## src/rtl/tetris_pkg.sv

```systemverilog
// Shared types for the MOVE-phase scheduler: move opcodes and scheduler FSM states.
package tetris_pkg;

  typedef enum logic [1:0] {
    OP_DOWN  = 2'd0,
    OP_LEFT  = 2'd1,
    OP_RIGHT = 2'd2,
    OP_ROT   = 2'd3
  } mv_op_t;

  typedef enum logic [2:0] {
    S_IDLE    = 3'd0,
    S_ISSUE   = 3'd1,
    S_LOCK    = 3'd2,
    S_CONFIRM = 3'd3,
    S_DONE    = 3'd4
  } sched_state_t;

endpackage

```

## src/rtl/gravity_timer.sv

```systemverilog
// Level-dependent gravity period with a down-counter; tick pulses once per period while run=1.
module gravity_timer #(
  parameter int unsigned GRAV_W      = 24,
  parameter int unsigned GRAV_PERIOD = 5_000_000,
  parameter int unsigned LEVEL_STEP  = 300_000,
  parameter int unsigned MIN_PERIOD  = 500_000
) (
  input  logic       clka,
  input  logic       restart_n,
  input  logic       run,
  input  logic [3:0] level,
  output logic       tick
);

  localparam int unsigned WW = GRAV_W + 4;
  // Reset uses the level-0 period; the counter is reloaded on every run rising edge anyway.
  localparam logic [GRAV_W-1:0] RST_PERIOD =
    GRAV_W'((GRAV_PERIOD < MIN_PERIOD) ? MIN_PERIOD : GRAV_PERIOD);

  logic [WW-1:0]     base;
  logic [WW-1:0]     floor_p;
  logic [WW-1:0]     step;
  logic [WW-1:0]     diff;
  logic [GRAV_W-1:0] period;
  logic [GRAV_W-1:0] cnt;
  logic              run_q;

  always_comb begin
    base    = WW'(GRAV_PERIOD);
    floor_p = WW'(MIN_PERIOD);
    step    = WW'(level) * WW'(LEVEL_STEP);
    diff    = base - step;
    if ((step > base) || (diff < floor_p)) begin
      period = floor_p[GRAV_W-1:0];
    end else begin
      period = diff[GRAV_W-1:0];
    end
  end

  // Ticking on the last count (1) rather than after reaching 0 keeps the interval exactly P cycles.
  assign tick = run && run_q && (cnt <= GRAV_W'(1));

  always_ff @(posedge clka or negedge restart_n) begin
    if (!restart_n) begin
      cnt   <= RST_PERIOD;
      run_q <= 1'b0;
    end else begin
      run_q <= run;
      if (run) begin
        if (!run_q || (cnt <= GRAV_W'(1))) begin
          cnt <= period;
        end else begin
          cnt <= cnt - GRAV_W'(1);
        end
      end
    end
  end

endmodule

```

## src/rtl/move_scheduler.sv

```systemverilog
// MOVE-phase sequencer: arbitrates button/gravity requests into single req/ack moves, runs lock delay.
module move_scheduler
  import tetris_pkg::*;
#(
  parameter int unsigned GRAV_W      = 24,
  parameter int unsigned GRAV_PERIOD = 5_000_000,
  parameter int unsigned LEVEL_STEP  = 300_000,
  parameter int unsigned MIN_PERIOD  = 500_000,
  parameter int unsigned LOCK_CYC    = 1_000_000
) (
  input  logic       clka,
  input  logic       restart_n,
  input  logic       start_move,
  input  logic [3:0] level,
  input  logic       btn_left,
  input  logic       btn_right,
  input  logic       btn_rot,
  input  logic       btn_drop,
  output logic       mv_req,
  output mv_op_t     mv_op,
  input  logic       mv_ack,
  input  logic       mv_blocked,
  output logic       touched,
  output logic       busy
);

  localparam int unsigned LOCK_W = $clog2(LOCK_CYC + 2);

  sched_state_t      state;
  logic              grav_tick;
  logic              grav_pend, drop_pend, rot_pend, left_pend, right_pend;
  logic              from_lock;
  logic [LOCK_W-1:0] lock_cnt;
  logic              any_pend;
  mv_op_t            win_op;
  logic              ack_fire;
  logic              flush;
  logic              clr_down, clr_rot, clr_left, clr_right;

  gravity_timer #(
    .GRAV_W      (GRAV_W),
    .GRAV_PERIOD (GRAV_PERIOD),
    .LEVEL_STEP  (LEVEL_STEP),
    .MIN_PERIOD  (MIN_PERIOD)
  ) u_gravity (
    .clka      (clka),
    .restart_n (restart_n),
    .run       (start_move),
    .level     (level),
    .tick      (grav_tick)
  );

  always_comb begin
    any_pend = grav_pend | drop_pend | rot_pend | left_pend | right_pend;
    win_op   = OP_DOWN;
    if (grav_pend || drop_pend) win_op = OP_DOWN;
    else if (rot_pend)          win_op = OP_ROT;
    else if (left_pend)         win_op = OP_LEFT;
    else if (right_pend)        win_op = OP_RIGHT;
    ack_fire  = mv_req && mv_ack;
    clr_down  = ack_fire && (mv_op == OP_DOWN);
    clr_rot   = ack_fire && (mv_op == OP_ROT);
    clr_left  = ack_fire && (mv_op == OP_LEFT);
    clr_right = ack_fire && (mv_op == OP_RIGHT);
    flush     = !start_move && (state == S_IDLE);
  end

  assign busy = (state != S_IDLE);

  // Clear-on-ack is applied before OR-ing in new pulses so a same-cycle pulse re-arms the flag.
  always_ff @(posedge clka or negedge restart_n) begin
    if (!restart_n) begin
      grav_pend  <= 1'b0;
      drop_pend  <= 1'b0;
      rot_pend   <= 1'b0;
      left_pend  <= 1'b0;
      right_pend <= 1'b0;
    end else if (flush) begin
      grav_pend  <= 1'b0;
      drop_pend  <= 1'b0;
      rot_pend   <= 1'b0;
      left_pend  <= 1'b0;
      right_pend <= 1'b0;
    end else begin
      grav_pend  <= (grav_pend  & ~clr_down)  | grav_tick;
      drop_pend  <= (drop_pend  & ~clr_down)  | btn_drop;
      rot_pend   <= (rot_pend   & ~clr_rot)   | btn_rot;
      left_pend  <= (left_pend  & ~clr_left)  | btn_left;
      right_pend <= (right_pend & ~clr_right) | btn_right;
    end
  end

  always_ff @(posedge clka or negedge restart_n) begin
    if (!restart_n) begin
      state     <= S_IDLE;
      mv_req    <= 1'b0;
      mv_op     <= OP_DOWN;
      touched   <= 1'b0;
      from_lock <= 1'b0;
      lock_cnt  <= '0;
    end else begin
      touched <= 1'b0;
      // Lock delay keeps running while a lateral/rotate move is serviced out of LOCK.
      if (((state == S_LOCK) || ((state == S_ISSUE) && from_lock)) && (lock_cnt != '0)) begin
        lock_cnt <= lock_cnt - LOCK_W'(1);
      end
      case (state)
        S_IDLE: begin
          from_lock <= 1'b0;
          if (start_move && any_pend) begin
            state  <= S_ISSUE;
            mv_req <= 1'b1;
            mv_op  <= win_op;
          end
        end
        S_ISSUE: begin
          if (mv_ack) begin
            mv_req <= 1'b0;
            if (!start_move) begin
              state <= S_IDLE;
            end else if (mv_op == OP_DOWN) begin
              if (mv_blocked) begin
                state <= S_LOCK;
                if (!from_lock) lock_cnt <= LOCK_W'(LOCK_CYC);
              end else begin
                state <= S_IDLE;
              end
            end else begin
              state <= from_lock ? S_LOCK : S_IDLE;
            end
          end
        end
        S_LOCK: begin
          if (!start_move) begin
            state <= S_IDLE;
          end else if (lock_cnt <= LOCK_W'(1)) begin
            state  <= S_CONFIRM;
            mv_req <= 1'b1;
            mv_op  <= OP_DOWN;
          end else if (any_pend) begin
            state     <= S_ISSUE;
            from_lock <= 1'b1;
            mv_req    <= 1'b1;
            mv_op     <= win_op;
          end
        end
        S_CONFIRM: begin
          if (mv_ack) begin
            mv_req <= 1'b0;
            if (start_move && mv_blocked) begin
              state   <= S_DONE;
              touched <= 1'b1;
            end else begin
              state <= S_IDLE;
            end
          end
        end
        S_DONE: begin
          if (!start_move) state <= S_IDLE;
        end
        default: state <= S_IDLE;
      endcase
    end
  end

endmodule

```

## config.mk

```make
export PLATFORM = sky130hd
export DESIGN_NAME = move_scheduler
export DESIGN_NICKNAME = d
export VERILOG_FILES = /design/src/rtl/tetris_pkg.sv /design/src/rtl/gravity_timer.sv /design/src/rtl/move_scheduler.sv
export SDC_FILE = /design/constraint.sdc
export NUM_CORES = 1
export LEC_CHECK = 0
export ABC_AREA = 0
export CORE_MARGIN = 5
export CORE_UTILIZATION = 65
export CTS_CLUSTER_SIZE = 10
export DETAILED_ROUTE_END_ITERATION = 12
export GPL_TIMING_DRIVEN = 0
export MAX_ROUTING_LAYER = met4
export PLACE_DENSITY = 0.85
export SLEW_MARGIN = 20
export SYNTH_ARGS = -nofsm -noshare
export SYNTH_HDL_FRONTEND = slang
export SYNTH_HIERARCHICAL = 1
export SYNTH_SLANG_ARGS = --single-unit
```

## constraint.sdc

```tcl
create_clock -name clka -period 6.74 [get_ports clka]
set_input_delay 1.011 -clock clka [delete_from_list [all_inputs] [get_ports clka]]
set_output_delay 1.011 -clock clka [all_outputs]
set_load 0.02 [all_outputs]
```

==> flow_metrics.env, run 1 <==
export IMPL_pre_cts_slack_ns=0.6352
export IMPL_die_area_sq_mm=0.009302
export IMPL_cp_required_ns=6.98
export IMPL_cts_resized_gates=0
export IMPL_finalSetupTns_ns=0
export IMPL_finalCritPeriodShare_pct=85.46
export IMPL_synth_yosys_warnings=6
export IMPL_tightest_slew_ns=0.7411
export IMPL_hold_path_end="u_gravity/cnt[20]$_DFFE_PN0P_"
export IMPL_finalHoldViolations=0
export IMPL_routed_wl_mm=11.43
export IMPL_cp_slowest_cell="fa_1"
export IMPL_slowest_delay_ns=0.74
export IMPL_max_freq_mhz=173.6
export IMPL_reg2reg_from="u_gravity/cnt[16]$_DFFE_PN0P_"
export IMPL_async_flop_share_pct=100.0
export IMPL_outcome="finished clean"
export IMPL_clk_pin_slew_ns=0.07
export IMPL_r2r_setup_slack_ns=3.71
export IMPL_path_class="in2reg"
export IMPL_r2r_end="u_gravity/cnt[12]$_DFFE_PN0P_"
export IMPL_min_path_cells=1
export IMPL_yosysTopAreaCell="dfrtp_1"
export IMPL_grt_total_usage_pct=27.24
export IMPL_synth_top_flop_cell="dfrtp_1"
export IMPL_numClockSinks=58
export IMPL_ys_top_cells_by_count="dfrtp_1, nor2_1, o21ai_0"
export IMPL_fin_nets=632
export IMPL_ff2ff_path_depth=12
export IMPL_clock_latency_ns=0.34
export IMPL_antenna_found_initial=0
export IMPL_crit_top_cell="fa_1"
export IMPL_numCtsBuffers=9
export IMPL_htree_levels=3
export IMPL_routedWlPerCell_um=16.48
export IMPL_antenna_left=0
export IMPL_endpoint_kind="register"
export IMPL_rows=31
export IMPL_p_leak_nw=2.099
export IMPL_drv_cap=0
export IMPL_slew_headroom_pct=50.29
export IMPL_clock_path_buffers=2
export IMPL_core_area_sq_mm=0.007253
export IMPL_hold_buffers=0
export IMPL_synthCells=563
export IMPL_grt_pass1_wl_mm=19.55
export IMPL_power_density_mw_per_mm2=297.6
export IMPL_setup_viol=0
export IMPL_synth_seq_cells=58
export IMPL_clock_root_buffer="clkbuf_8"
export IMPL_hold_start="u_gravity/cnt[20]$_DFFE_PN0P_"
export IMPL_hpwl_mm=8.381
export IMPL_synth_most_common_cell="dfrtp_1"
export IMPL_drc=0
export IMPL_crit_buf_inv=3
export IMPL_synth_nets=605
export IMPL_crit_arrival_ns=6.00
export IMPL_synth_area_sq_mm=0.004857
export IMPL_ys_seq_area_share_pct=30.09
export IMPL_synth_cell_types=88
export IMPL_yosysTopAreaCellShare_pct=25.76
export IMPL_layout_min_cycle_time_ns=5.760
export IMPL_ys_top_cells_by_area="dfrtp_1, ha_1, o21ai_0, dfstp_2, nor2_1"
export IMPL_synth_avg_cell_area_sq_um=8.627
export IMPL_firstDrtPassIters=5
export IMPL_start_kind="primary input"
export IMPL_critPathMaxFanout=9
export IMPL_crit_chain="clkdlybuf4s50_1, fa_1, inv_1, fa_1, inv_1, fa_1, xnor2_1, nor2_1, o311a_1, or2_1, a2111oi_0, o21ai_1, o31a_1, a21oi_1, o221ai_1"
export IMPL_initial_core_util_pct=66.97
export IMPL_grt_max_degree=59
export IMPL_ir_drop_mv=0.1952
export IMPL_gp_congestion=0.9033
export IMPL_drt_iter0_drc=330
export IMPL_die_x_um=96.45
export IMPL_grt_overflow_total=0
export IMPL_place_port_buffers=16
export IMPL_ios=18
export IMPL_cts_post_setup_buffers_inserted=0
export IMPL_setup_slack_ns=0.9803
export IMPL_diodes=0
export IMPL_die_y_um=96.45
export IMPL_drive_above_1_share_pct=11.60
export IMPL_synthToLayoutAreaGrowth_pct=10.41
export IMPL_slew_violations=0
export IMPL_vias_per_cell=6.605
export IMPL_rsz0062_at_grt="false"
export IMPL_cts_tree="done"
export IMPL_grt_pass1_vias=4381
export IMPL_cp_top_family="adder cells"
export IMPL_min_path_type="reg2reg"
export IMPL_synth_enable_flop_cells=0
export IMPL_vias=4584
export IMPL_finClkSkew_ns=0.01278
-- cell usage in the layout (no fill, tap or decap), types with 8 or more instances in the layout --
master	n
ha_1	23
xnor2_1	11
clkdlybuf4s50_1	15
inv_1	22
nor2_1	48
o31ai_1	9
clkbuf_8	14
nor3_1	21
clkbuf_1	11
a211oi_1	8
nor4_1	14
dfstp_2	8
nand3_1	17
o21ai_0	47
nand2_1	46
nand4_1	8
a21oi_1	30
dfrtp_1	50
or2_2	10
-- flip-flops by register name, summed over array words and instances, names as in the netlist, 2 cells and up --
signal         cells
mv_op              2
lock_cnt          20
u_gravity/cnt     24
state              3
-- metal layers --
metal | GRT usage, % | share of wire, %
met5 | - | 0
met4 | 9.696 | 2.1
met3 | 4.802 | 5.0
met2 | 45.57 | 50
met1 | 33.20 | 43
-- cells by family (layout without fill, tap and decap cells) --
family,Yosys count,after routing,synth area share [%]
compound gates,181,181,26.59
fa+ha+maj,29,29,8.398
mux,10,10,2.370
simple gates,226,226,25.09
xor+xnor,18,18,3.246
buf+inv,41,73,4.224
flops,58,58,30.09
-- where the power goes --
| group | switching, mW | leakage [nW] | internal, mW |
|---|---|---|---|
| registers | 0.127 | 0.688 | 0.463 |
| clock network | 0.139 | 0.108 | 0.211 |
| logic | 0.378 | 1.30 | 0.279 |
| total | 0.644 | 2.10 | 0.952 |
-- area by class of cell --
type | instances | area [sq um]
Fill cell | 554 | 1891
Sequential cell | 58 | 1461
Timing Repair Buffer | 16 | 157.7
Tap cell | 99 | 123.9
Buffer | 18 | 118.9
Inverter | 23 | 86.33
Multi-Input combinational cell | 464 | 3191
Clock buffer | 13 | 178.9
Clock inverter | 3 | 45.04
-- how the worst max path moves through the flow --
stage | to | slack [ns] | startpoint | cells past startpoint
3_5_place_dp | u_gravity/cnt[6]$_DFFE_PN1P_ | 0.64 | level[1] | 15
6_report | u_gravity/cnt[6]$_DFFE_PN1P_ | 0.98 | level[1] | 15
3_3_place_gp | u_gravity/cnt[6]$_DFFE_PN1P_ | 0.78 | level[1] | 15
5_1_grt | u_gravity/cnt[6]$_DFFE_PN1P_ | 0.62 | level[1] | 15
4_1_cts | u_gravity/cnt[6]$_DFFE_PN1P_ | 0.99 | level[1] | 15
2_1_floorplan | u_gravity/cnt[7]$_DFFE_PN0P_ | 1.81 | level[1] | 14
-- metrics by stage --
stage	power (mW)	hold slack, ns	cells	utilization (%)	cell area (sq um)
2_1_floorplan	1.061	0.4570	563	-	4857
3_3_place_gp	1.203	0.4743	678	70.88	5141
3_5_place_dp	1.237	0.4802	678	70.85	5139
4_1_cts	1.591	0.5031	694	73.93	5363
5_1_grt	1.717	0.5319	694	73.93	5363
6_report	1.596	0.5042	694	73.93	5363
(Power assumes the default switching activity.)
==> run 2: changes to the inputs <==
CORE_UTILIZATION = 62   (was 65)
PLACE_DENSITY = 0.82   (was 0.85)
clock period = 6.1 ns   (was 6.74 ns; I/O delays follow)
==> run 2 against run 1 <==
Non-clock buffer count stayed put. Combinational power rose by 11%. Sequential power increased by 11%. First-iteration DRC count down 22%. Die area increased by 4.3%. Clock skew is 0.0037 ns lower. Highest routed layer unchanged. Hold slack worse by 0.0096 ns. Clock power is 25% higher. Global-route usage shrank 2.4 points. Setup slack got worse by 0.56 ns.
==> flow_metrics.env, run 2 (synthesized netlist as in run 1, its figures left out) <==
export IMPL_min_path_type="reg2reg"
export IMPL_power_density_mw_per_mm2=337.4
export IMPL_routed_wl_mm=11.58
export IMPL_drt_iter0_drc=257
export IMPL_hold_buffers=0
export IMPL_ir_drop_mv=0.1597
export IMPL_initial_core_util_pct=63.18
export IMPL_start_kind="primary input"
export IMPL_reg_largest_list="u_gravity/cnt x24, lock_cnt x20, state x3"
export IMPL_slew_headroom_pct=51.55
export IMPL_layout_commonest_cell="dfrtp_1"
export IMPL_total_power_mw=1.819
export IMPL_cts_post_setup_buffers_inserted=0
export IMPL_clock_root_buffer="clkbuf_8"
export IMPL_tightest_slew_ns=0.7166
export IMPL_die_x_um=98.51
export IMPL_critPathMaxFanout=9
export IMPL_grt_pass1_wl_mm=19.84
export IMPL_finalSetupTns_ns=0
export IMPL_cp_slowest_cell="fa_1"
export IMPL_p_leak_nw=2.115
export IMPL_synthToLayoutAreaGrowth_pct=11.00
export IMPL_antenna_left=0
export IMPL_grt_total_usage_pct=24.82
export IMPL_stdcell_count=697
export IMPL_largest_reg_flops=24
export IMPL_cp_required_ns=6.29
export IMPL_vias=4555
export IMPL_layout_min_cycle_time_ns=5.676
export IMPL_drive_above_1_share_pct=11.60
export IMPL_hpwl_mm=8.404
export IMPL_grt_pass1_vias=4407
export IMPL_cp_top_family="adder cells"
export IMPL_fin_area_sq_mm=0.005391
export IMPL_setup_viol=0
export IMPL_rows=32
export IMPL_fill_cells=632
export IMPL_crit_top_cell="fa_1"
export IMPL_numClockSinks=58
export IMPL_htree_levels=3
export IMPL_clock_path_buffers=2
export IMPL_drc=0
export IMPL_cts_resized_gates=0
export IMPL_endpoint_kind="register"
export IMPL_fin_nets=632
export IMPL_finClkSkew_ns=0.009069
export IMPL_slowest_delay_ns=0.74
export IMPL_numCtsBuffers=9
export IMPL_antenna_found_initial=0
export IMPL_finalCritPeriodShare_pct=93.05
export IMPL_core_area_sq_mm=0.007687
export IMPL_placed_cells=681
export IMPL_mostFrequentLayoutCells="dfrtp_1, nor2_1, o21ai_0, nand2_1, a21oi_1"
export IMPL_crit_chain="clkdlybuf4s50_1, fa_1, inv_1, fa_1, inv_1, fa_1, nand3_1, a211oi_1, or3_1, a221oi_2, xnor2_1, nor4_1, o31a_1, a21oi_1, o21ai_1"
export IMPL_outcome="finished clean"
export IMPL_drv_cap=0
export IMPL_clk_pin_slew_ns=0.07
export IMPL_regMostFlops="u_gravity/cnt"
export IMPL_finalHoldViolations=0
export IMPL_die_area_sq_mm=0.009704
export IMPL_slew_violations=0
export IMPL_crit_buf_inv=3
export IMPL_firstDrtPassIters=6
export IMPL_hold_start="u_gravity/cnt[20]$_DFFE_PN0P_"
export IMPL_clock_latency_ns=0.34
export IMPL_seq_area_sq_mm=0.001461
export IMPL_rsz0062_at_grt="false"
export IMPL_crit_arrival_ns=5.87
export IMPL_routedWlPerCell_um=16.62
export IMPL_placed_cell_area_sq_mm=0.005142
export IMPL_diodes=0
export IMPL_crit_start="level[1]"
export IMPL_vias_per_cell=6.535
export IMPL_place_port_buffers=16
export IMPL_ios=18
export IMPL_post_route_util_pct=70.13
export IMPL_multi_input_comb_area_sq_mm=0.003191
export IMPL_max_freq_mhz=176.2
export IMPL_cts_tree="done"
export IMPL_reg2reg_from="u_gravity/cnt[16]$_DFFE_PN0P_"
export IMPL_grt_overflow_total=0
export IMPL_gp_congestion=0.9118
export IMPL_path_class="in2reg"
export IMPL_die_y_um=98.51
export IMPL_grt_max_degree=59
-- run 2: cell types whose count changed in the layout (fill, tap and decap cells not counted) --
cell	previous run	this run
clkinvlp_4	2	0
clkinv_4	0	3
bufinv_16	1	3
inv_6	0	1
clkbuf_8	14	10
-- run 2: final timing paths --
check,endpoint,slack (ns),cells past startpoint
worst max-delay path,u_gravity/cnt[12]$_DFFE_PN0P_,0.42,15
worst min-delay path,u_gravity/cnt[20]$_DFFE_PN0P_,0.49,1
worst max register to register,u_gravity/cnt[12]$_DFFE_PN0P_,3.01,12
worst min register to register,u_gravity/cnt[20]$_DFFE_PN0P_,0.49,1
max in group asynchronous,u_gravity/cnt[16]$_DFFE_PN0P_,4.99,1
min in group asynchronous,lock_cnt[14]$_DFF_PN0_,0.63,1
-- run 2: cell type report --
class | count | area share, %
Buffer | 18 | 2.205
Sequential cell | 58 | 27.11
Inverter | 23 | 1.601
Tap cell | 102 | 2.367
Timing Repair Buffer | 16 | 2.924
Multi-Input combinational cell | 464 | 59.18
Clock buffer | 9 | 2.298
Clock inverter | 7 | 2.321
-- run 2: power breakdown --
part	internal, mW	total [mW]	switching [mW]
clock	0.275	0.439	0.164
combinational	0.307	0.728	0.420
sequential	0.511	0.652	0.141
-- run 2: through the flow --
stage | setup WS, ns | hold slack [ns]
after floorplan | 1.261 | 0.4570
after global placement | 0.2344 | 0.4785
after detailed placement | 0.09992 | 0.4796
after CTS | 0.4945 | 0.4989
after global routing | 0.1390 | 0.5320
final | 0.4240 | 0.4945
-- run 2: routing by layer --
layer | global-route usage, % | wire length (um)
met5 | - | 0
met3 | 4.246 | 515
met4 | 8.508 | 352
met1 | 30.94 | 5071
met2 | 40.93 | 5644
